**src/rtl/sum_accum.sv**
```systemverilog
// sum_accum: registered group accumulator downstream of the combinational
// sum adder. It takes WIDTH-bit beats over a valid/ready handshake and adds
// up to COUNT of them into an ACC_WIDTH-bit total. A group closes on its
// COUNT-th beat or on IN_flush. The total is then held for a downstream
// valid/ready transfer.
// Optional build macro SUM_ACCUM_SAT_EN: when defined, the accumulator
// saturates at all-ones instead of wrapping. OUT_ovf is set in both modes.
module sum_accum #(
  parameter int WIDTH     = 2,
  parameter int ACC_WIDTH = 8,
  parameter int COUNT     = 4
) (
  input  logic                         clk,
  input  logic                         rst,
  input  logic                         IN_sumValid,
  input  logic [WIDTH-1:0]             IN_sum,
  input  logic                         IN_flush,
  output logic                         OUT_sumReady,
  output logic                         OUT_accValid,
  input  logic                         IN_accReady,
  output logic [ACC_WIDTH-1:0]         OUT_acc,
  output logic [$clog2(COUNT+1)-1:0]   OUT_count,
  output logic                         OUT_ovf
);

  localparam int CW = $clog2(COUNT + 1);
  localparam logic [CW-1:0] CNT_LAST = CW'(COUNT - 1);

  typedef enum logic {ACCUM = 1'b0, HOLD = 1'b1} state_t;

  state_t               state_q, state_d;
  logic [ACC_WIDTH-1:0] acc_q, acc_d;
  logic [CW-1:0]        cnt_q, cnt_d;
  logic                 ovf_q, ovf_d;

  logic                 accept;
  logic                 group_close;
  logic [ACC_WIDTH:0]   in_ext;
  logic [ACC_WIDTH:0]   sum_ext;
  logic                 carry;

  // Beats are unsigned. The extra top bit of the sum captures the carry-out.
  assign in_ext  = {{(ACC_WIDTH + 1 - WIDTH){1'b0}}, IN_sum};
  assign sum_ext = {1'b0, acc_q} + in_ext;
  assign carry   = sum_ext[ACC_WIDTH];
  assign accept  = IN_sumValid && OUT_sumReady;

  // A beat arriving with a flush joins the group before the group closes.
  // A flush with nothing to emit is ignored.
  assign group_close = (accept && ((cnt_q == CNT_LAST) || IN_flush)) ||
                       (IN_flush && (cnt_q != '0));

  // State register.
  always_ff @(posedge clk) begin
    if (rst) begin
      state_q <= ACCUM;
    end else begin
      state_q <= state_d;
    end
  end

  // Next-state logic: close a group into HOLD, and release it on a downstream accept.
  always_comb begin
    state_d = state_q;
    case (state_q)
      ACCUM:   if (group_close) state_d = HOLD;
      HOLD:    if (IN_accReady) state_d = ACCUM;
      default: state_d = ACCUM;
    endcase
  end

  // Handshake outputs. They depend only on state and reset, never on IN_accReady.
  always_comb begin
    OUT_sumReady = 1'b0;
    OUT_accValid = 1'b0;
    if (!rst) begin
      OUT_sumReady = (state_q == ACCUM);
      OUT_accValid = (state_q == HOLD);
    end
  end

  // Accumulator next state: add while accumulating, freeze in HOLD, clear on transfer.
  always_comb begin
    acc_d = acc_q;
    cnt_d = cnt_q;
    ovf_d = ovf_q;
    if (state_q == ACCUM) begin
      if (accept) begin
        acc_d = sum_ext[ACC_WIDTH-1:0];
`ifdef SUM_ACCUM_SAT_EN
        // Once clamped, any further non-zero beat carries out again,
        // so the total stays pinned at all-ones for the rest of the group.
        if (carry) acc_d = '1;
`endif
        cnt_d = cnt_q + CW'(1);
        ovf_d = ovf_q | carry;
      end
    end else if (IN_accReady) begin
      acc_d = '0;
      cnt_d = '0;
      ovf_d = 1'b0;
    end
  end

  // Accumulator registers. A reset discards any partial or pending group.
  always_ff @(posedge clk) begin
    if (rst) begin
      acc_q <= '0;
      cnt_q <= '0;
      ovf_q <= 1'b0;
    end else begin
      acc_q <= acc_d;
      cnt_q <= cnt_d;
      ovf_q <= ovf_d;
    end
  end

  assign OUT_acc   = acc_q;
  assign OUT_count = cnt_q;
  assign OUT_ovf   = ovf_q;

endmodule

```
**config.mk**
```make
export PLATFORM = sky130hd
export DESIGN_NAME = sum_accum
export DESIGN_NICKNAME = d
export VERILOG_FILES = /design/src/rtl/sum_accum.sv
export SDC_FILE = /design/constraint.sdc
export NUM_CORES = 1
export LEC_CHECK = 0
export ABC_CLOCK_PERIOD_IN_PS = 1470
export BUFFER_PORTS_ARGS = -buffer_cell sky130_fd_sc_hd__buf_2
export CAP_MARGIN = 20
export CORE_UTILIZATION = 30
export DETAILED_ROUTE_END_ITERATION = 7
export SYNTH_ARGS = -nofsm -noshare
export SYNTH_HDL_FRONTEND = slang
export SYNTH_SLANG_ARGS = --single-unit
export TNS_END_PERCENT = 50
```
**constraint.sdc**
```tcl
create_clock -name clk -period 1.47 [get_ports clk]
set_input_delay 0.147 -clock clk [delete_from_list [all_inputs] [get_ports clk]]
set_output_delay 0.147 -clock clk [all_outputs]
set_load 0.01 [all_outputs]
```
==> results of run 1 <==
layout by cell type, fill, tap and decap left out, types with 3 or more instances in the layout:
cell / n
a21oi_1: 5
a22oi_1: 3
buf_2: 20
buf_4: 9
clkbuf_4: 3
dfxtp_1: 12
ha_1: 4
inv_1: 5
nor2_1: 10
nor2b_1: 3
o21ai_0: 3
worst paths after layout:
check | slack [ns] | startpoint | end
worst max-delay path | 0.06 | OUT_acc[0]$_SDFFE_PP0P_ | OUT_acc[2]$_SDFFE_PP0P_
worst min-delay path | 0.14 | IN_flush | state_q$_SDFF_PP0_
worst max register to register | 0.06 | OUT_acc[0]$_SDFFE_PP0P_ | OUT_acc[2]$_SDFFE_PP0P_
worst min register to register | 0.46 | OUT_ovf$_SDFFE_PP0P_ | OUT_ovf$_SDFFE_PP0P_
critical path, cell delays in order, from the launching register on:
cell and delay (ns):
dfxtp_2 0.34, ha_4 0.16, fa_2 0.42, a21o_1 0.18, a311oi_2 0.22
through the flow:
step           area (µm²)  util, %  hold WS, ns  total power, µW
2_1_floorplan         702        -        0.298              479
3_3_place_gp          890     40.2        0.421              540
3_5_place_dp          890     40.2        0.412              543
4_1_cts               918     41.5        0.116              769
5_1_grt               942     42.6        0.133              810
6_report              942     42.6        0.135              758
sequential cells by signal, summed over array words and instances (netlist names):
register and cells:
OUT_count 3, OUT_acc 8, state_q 1, OUT_ovf 1
area by class of cell:
cell class	count	share of cell area [%]
multi-input combinational	59	45.9
inverter	5	1.99
tap	28	3.72
timing repair buffer	29	17.8
clock buffer	4	2.79
sequential	13	27.8
layer usage:
layer	wire [µm]	up-vias
met5	0	-
met3	78	2
met1	700	302
met2	654	16
met4	17	0
li1	-	345
power by group:
group,total (µW),switching (µW),internal (µW),leakage [µW]
clock network,216,111,105,0.0000150
registers,384,17.4,366,0.000106
logic,158,78.4,79.7,0.000305
logic make-up after synthesis:
family	after synthesis
fa+ha+maj	6
buf+inv	7
simple gates	28
compound gates	23
flops	13
xor+xnor	2
timing repair:
item / in CTS / in global routing
pin swaps: 0 / 1
gates resized for setup: 1 / 5
setup buffers: 0 / 0
endpoints found under the setup margin: 1 / 3
==> impl_metrics.sql, run 1 <==
INSERT INTO impl_metrics (metric_group, metric, value, unit) VALUES
('cells_and_area', 'final_cells', '138', ''),
('critical_path', 'critical_path_peak_fanout', '5', ''),
('grt', 'total_grt_overflow', '0', ''),
('logic_synthesis', 'cells_after_synth', '79', ''),
('grt', 'grt_first_pass_wirelength', '2.66', 'mm'),
('cells_and_area', 'final-seq-area', '262', 'µm²'),
('sta', 'final_max_slew_viol_count', '0', ''),
('logic_synthesis', 'synth-simple-area-share', '21.9', '%'),
('logic_synthesis', 'synth_fp_nets', '92', ''),
('sta', 'slew-limit-headroom', '75.0', '%'),
('min_path', 'hold_depth', '3', ''),
('grt', 'globalRouteMet3Util', '5.76', '%'),
('logic_synthesis', 'avgSynthCellArea', '8.89', 'µm²'),
('cells_and_area', 'area.growth.synth_to_final', '34.2', '%'),
('detailed_routing', 'totalWireLength', '1.45', 'mm'),
('min_path', 'hp-class', 'in2reg', ''),
('logic_synthesis', 'post_synth_top_flop', 'dfxtp_1', ''),
('logic_synthesis', 'leading_cell_types_by_total_area_after_synthesis', 'dfxtp_1, ha_1, nor2_1, a21oi_1, a22oi_1', ''),
('critical_path', 'worst_setup_path_end_kind', 'flop', ''),
('clock_network', 'path_clk_slew', '0.08', 'ns'),
('logic_synthesis', 'synth_top_family_by_area', 'compound AO/OA/AOI/OAI gates', ''),
('critical_path', 'setup.worst_path.start_class', 'flop', ''),
('placement', 'pre_cts_slack', '-0.0123', 'ns'),
('cells_and_area', 'drive_above_1_share', '36.4', '%'),
('floorplanning', 'die_ht', '50.4', 'µm'),
('grt', 'grt_start_max_net_pins', '12', ''),
('logic_synthesis', 'synth.yosys.seq_area_share', '37.1', '%'),
('critical_path', 'critPathArrivalTime', '1.59', 'ns'),
('grt', 'grtUsageTotal', '14.0', '%'),
('logic_synthesis', 'synthDominantAreaCellType', 'dfxtp_1', ''),
('sta', 'report.final.hold_viol_count', '0', ''),
('sta', 'post-route-min-period', '1.41', 'ns'),
('detailed_routing', 'ant_nets', '0', ''),
('critical_path', 'ff2ff_path_depth', '4', ''),
('run_status', 'run_status', 'finished, final reports clean', ''),
('floorplanning', 'design.die.area', '0.00254', 'mm²'),
('clock_network', 'clock_insertion_delay_worst_skew', '0.27', 'ns'),
('logic_synthesis', 'postSynthRegisterBits', '13', ''),
('grt', 'antenna_violations_before_repair', '0', ''),
('detailed_routing', 'drt_drc_violations_left', '0', ''),
('floorplanning', 'num_io_pins', '21', ''),
('detailed_routing', 'drt-pass1-iter-count', '4', ''),
('placement', 'gpl.final_weighted_congestion', '0.769', ''),
('detailed_routing', 'drt-vias-per-instance', '4.82', ''),
('clock_network', 'cts_buf_count', '3', ''),
('sta', 'setup_slack', '0.0641', 'ns'),
('logic_synthesis', 'ranking_of_synthesized_cells_by_instance_count', 'dfxtp_1, nor2_1, a21oi_1', ''),
('placement', 'detailed_place_hpwl', '1.12', 'mm'),
('floorplanning', 'rows', '17', ''),
('power_and_ir_drop', 'vdd_ir_drop_max', '516', 'µV'),
('sta', 'fmaxAchievable', '711', 'MHz'),
('cells_and_area', 'nNetsFinal', '124', ''),
('critical_path', 'critical_path_data_required_time', '1.66', 'ns'),
('power_and_ir_drop', 'p_per_area', '805', 'mW/mm²'),
('sta', 'worst_max_slew_pin_slew', '0.375', 'ns'),
('clock_network', 'clockBufferDepth', '2', ''),
('logic_synthesis', 'synth-edff-count', '0', ''),
('detailed_routing', 'route.detailed.wl_per_inst', '10.5', 'µm'),
('logic_synthesis', 'muxShareOfSynthArea', '0', '%'),
('sta', 'unrepaired_setup_endpoints_after_global_routing', 'true', ''),
('placement', 'placedCellCount', '134', ''),
('placement', 'io_buffer_count', '20', ''),
('cells_and_area', 'multi_input_area', '433', 'µm²'),
('logic_synthesis', 'post_synth_fa_ha_maj_area_fraction', '11.8', '%'),
('floorplanning', 'area_of_the_core_region', '0.00221', 'mm²'),
('clock_network', 'cts_tree', 'yes', ''),
('cells_and_area', 'antenna_diode_count', '0', ''),
('logic_synthesis', 'area_fraction_in_compound_gates_after_synthesis', '21.9', '%'),
('clock_network', 'cts-htree-levels', '1', ''),
('logic_synthesis', 'ys.warnings.count', '0', ''),
('sta', 'final_min_period_over_clock_period', '95.6', '%');
(Power assumes the default switching activity.)
==> inputs of run 2 (changes only) <==
--- a/config.mk
+++ b/config.mk
@@ -6,7 +6,7 @@
 export NUM_CORES = 1
 export LEC_CHECK = 0
 export ABC_CLOCK_PERIOD_IN_PS = 1470
-export BUFFER_PORTS_ARGS = -buffer_cell sky130_fd_sc_hd__buf_2
+export BUFFER_PORTS_ARGS = -buffer_cell sky130_fd_sc_hd__buf_4
 export CAP_MARGIN = 20
 export CORE_UTILIZATION = 30
 export DETAILED_ROUTE_END_ITERATION = 7
==> run 2 against run 1 <==
Compared with the run above: cell count down 0.72%; non-clock buffer count down 1; sequential power about the same.
==> impl_metrics.sql, run 2 (synthesis gave the netlist of run 1 again) <==
INSERT INTO impl_metrics (metric_group, metric, value, unit) VALUES
('run_status', 'run_status', 'finished, final reports clean', ''),
('placement', 'io_buffer_count', '20', ''),
('sta', 'unrepaired_setup_endpoints_after_global_routing', 'true', ''),
('clock_network', 'cts_buf_count', '3', ''),
('sta', 'post-route-min-period', '1.44', 'ns'),
('floorplanning', 'num_io_pins', '21', ''),
('cells_and_area', 'flip_flop_count_of_the_largest_register_all_copies_and_words_added', '8', ''),
('sta', 'fmaxAchievable', '693', 'MHz'),
('clock_network', 'cts_tree', 'yes', ''),
('grt', 'globalRouteMet3Util', '5.45', '%'),
('floorplanning', 'die_ht', '50.4', 'µm'),
('grt', 'grtUsageTotal', '14.3', '%'),
('sta', 'slew-limit-headroom', '76.3', '%'),
('critical_path', 'setup.worst_path.start_class', 'flop', ''),
('detailed_routing', 'totalWireLength', '1.58', 'mm'),
('grt', 'grt_first_pass_wirelength', '2.66', 'mm'),
('detailed_routing', 'drt_drc_violations_left', '0', ''),
('critical_path', 'worst_setup_path_end_kind', 'flop', ''),
('power_and_ir_drop', 'total_leakage_power', '0.000426', 'µW'),
('detailed_routing', 'detail_route.iter0.violations', '9', ''),
('sta', 'final_max_slew_viol_count', '0', ''),
('min_path', 'hp-class', 'in2reg', ''),
('grt', 'antenna_violations_before_repair', '0', ''),
('floorplanning', 'design.die.area', '0.00254', 'mm²'),
('cells_and_area', 'commonest_cells_after_routing_fill_and_taps_aside', 'buf_4, dfxtp_1, nor2_1', ''),
('clock_network', 'cts-htree-levels', '1', ''),
('cells_and_area', 'antenna_diode_count', '0', ''),
('detailed_routing', 'route.detailed.wl_per_inst', '11.5', 'µm'),
('detailed_routing', 'via_count', '684', ''),
('placement', 'detailed_place_hpwl', '1.23', 'mm'),
('clock_network', 'tritoncts_num_sinks', '13', ''),
('critical_path', 'critical_path_data_required_time', '1.66', 'ns'),
('clock_network', 'post-cts-setup-buffer-count', '0', ''),
('cells_and_area', 'nNetsFinal', '123', ''),
('cells_and_area', 'area.growth.synth_to_final', '40.5', '%'),
('grt', 'met1_track_utilization_from_global_routing', '15.4', '%'),
('clock_network', 'clock_insertion_delay_worst_skew', '0.28', 'ns'),
('clock_network', 'clockBufferDepth', '2', ''),
('clock_network', 'cts_root_buf', 'clkbuf_4', ''),
('detailed_routing', 'drt-pass1-iter-count', '4', ''),
('job', 'max-cap-violations', '0', ''),
('grt', 'first_global_vias', '636', ''),
('sta', 'clock_skew', '0.00240', 'ns'),
('sta', 'worst_max_slew_pin_slew', '0.354', 'ns'),
('floorplanning', 'chipWidth', '50.4', 'µm'),
('critical_path', 'path_class', 'reg2reg', ''),
('clock_network', 'path_clk_slew', '0.08', 'ns'),
('power_and_ir_drop', 'p_per_area', '793', 'mW/mm²'),
('cells_and_area', 'finish.instance_area', '986', 'µm²'),
('placement', 'dpl-instance-area', '932', 'µm²'),
('critical_path', 'setup_slack_reg_to_reg', '0.03', 'ns'),
('grt', 'total_grt_overflow', '0', ''),
('grt', 'grt-busiest-layer', 'met2', ''),
('detailed_routing', 'drt-vias-per-instance', '4.99', ''),
('sta', 'final_min_period_over_clock_period', '98.2', '%'),
('clock_network', 'post_cts_hold_buffer_count', '0', ''),
('sta', 'setup_violations', '0', ''),
('detailed_routing', 'ant_nets', '0', ''),
('sta', 'report.final.hold_viol_count', '0', ''),
('critical_path', 'critPathArrivalTime', '1.64', 'ns'),
('power_and_ir_drop', 'vdd_ir_drop_max', '509', 'µV'),
('grt', 'grt.met2_usage', '24.9', '%'),
('cells_and_area', 'drive_above_1_share', '35.8', '%'),
('cells_and_area', 'postLayoutCoreUtil', '44.6', '%'),
('grt', 'grt_start_max_net_pins', '13', ''),
('critical_path', 'critical_path_peak_fanout', '5', ''),
('placement', 'gpl.final_weighted_congestion', '0.775', ''),
('cells_and_area', 'mostFrequentLayoutCell', 'buf_4', ''),
('floorplanning', 'rows', '17', ''),
('floorplanning', 'area_of_the_core_region', '0.00221', 'mm²'),
('sta', 'setup_slack', '0.0265', 'ns'),
('floorplanning', 'start_util', '31.7', '%'),
('placement', 'pre_cts_slack', '-0.0226', 'ns');
-- run 2: worst paths after layout --
check / cells past startpoint / endpoint / startpoint
worst min register to register: 1 / OUT_ovf$_SDFFE_PP0P_ / OUT_ovf$_SDFFE_PP0P_
worst max-delay path: 4 / OUT_acc[2]$_SDFFE_PP0P_ / OUT_acc[0]$_SDFFE_PP0P_
worst max register to register: 4 / OUT_acc[2]$_SDFFE_PP0P_ / OUT_acc[0]$_SDFFE_PP0P_
worst min-delay path: 3 / state_q$_SDFF_PP0_ / IN_flush
-- run 2: cell type report --
class	count	area (µm²)
repair buffers	28	210
multi-input cells	59	434
clock buffers	4	26.3
inverters	5	18.8
fillers	243	1230
well taps	28	35.0
flip-flops and latches	13	262
-- run 2: report_power, final --
group	switching [µW]	total (µW)	internal (µW)
sequential	17.7	384	366
combinational	80.1	170	90.4
clock	122	227	105
-- run 2: stage by stage --
step	power, µW	hold WS, ns	setup TNS [ns]	cells
after CTS	789	0.125	0	137
final	782	0.138	0	137
after detailed placement	555	0.435	-0.0226	133
after floorplan	479	0.298	0	79
after global routing	830	0.142	-0.0182	137
after global placement	552	0.431	0	133
-- run 2: repair_timing --
item                       CTS  global route
setup endpoints to repair    1             2
gates resized for setup      1             5
pin swaps                    0             1
-- run 2: worst max-delay path: stages, from the launching register on --
cell and delay, ns:
dfxtp_2 0.34, ha_4 0.16, fa_2 0.43, a21o_1 0.18
a311oi_2 0.24
-- run 2: metal layers --
layer	routed length [µm]	share of wire, %
met5	0	0
met4	17	1.1
met3	84	5.3
met2	774	49
met1	705	45
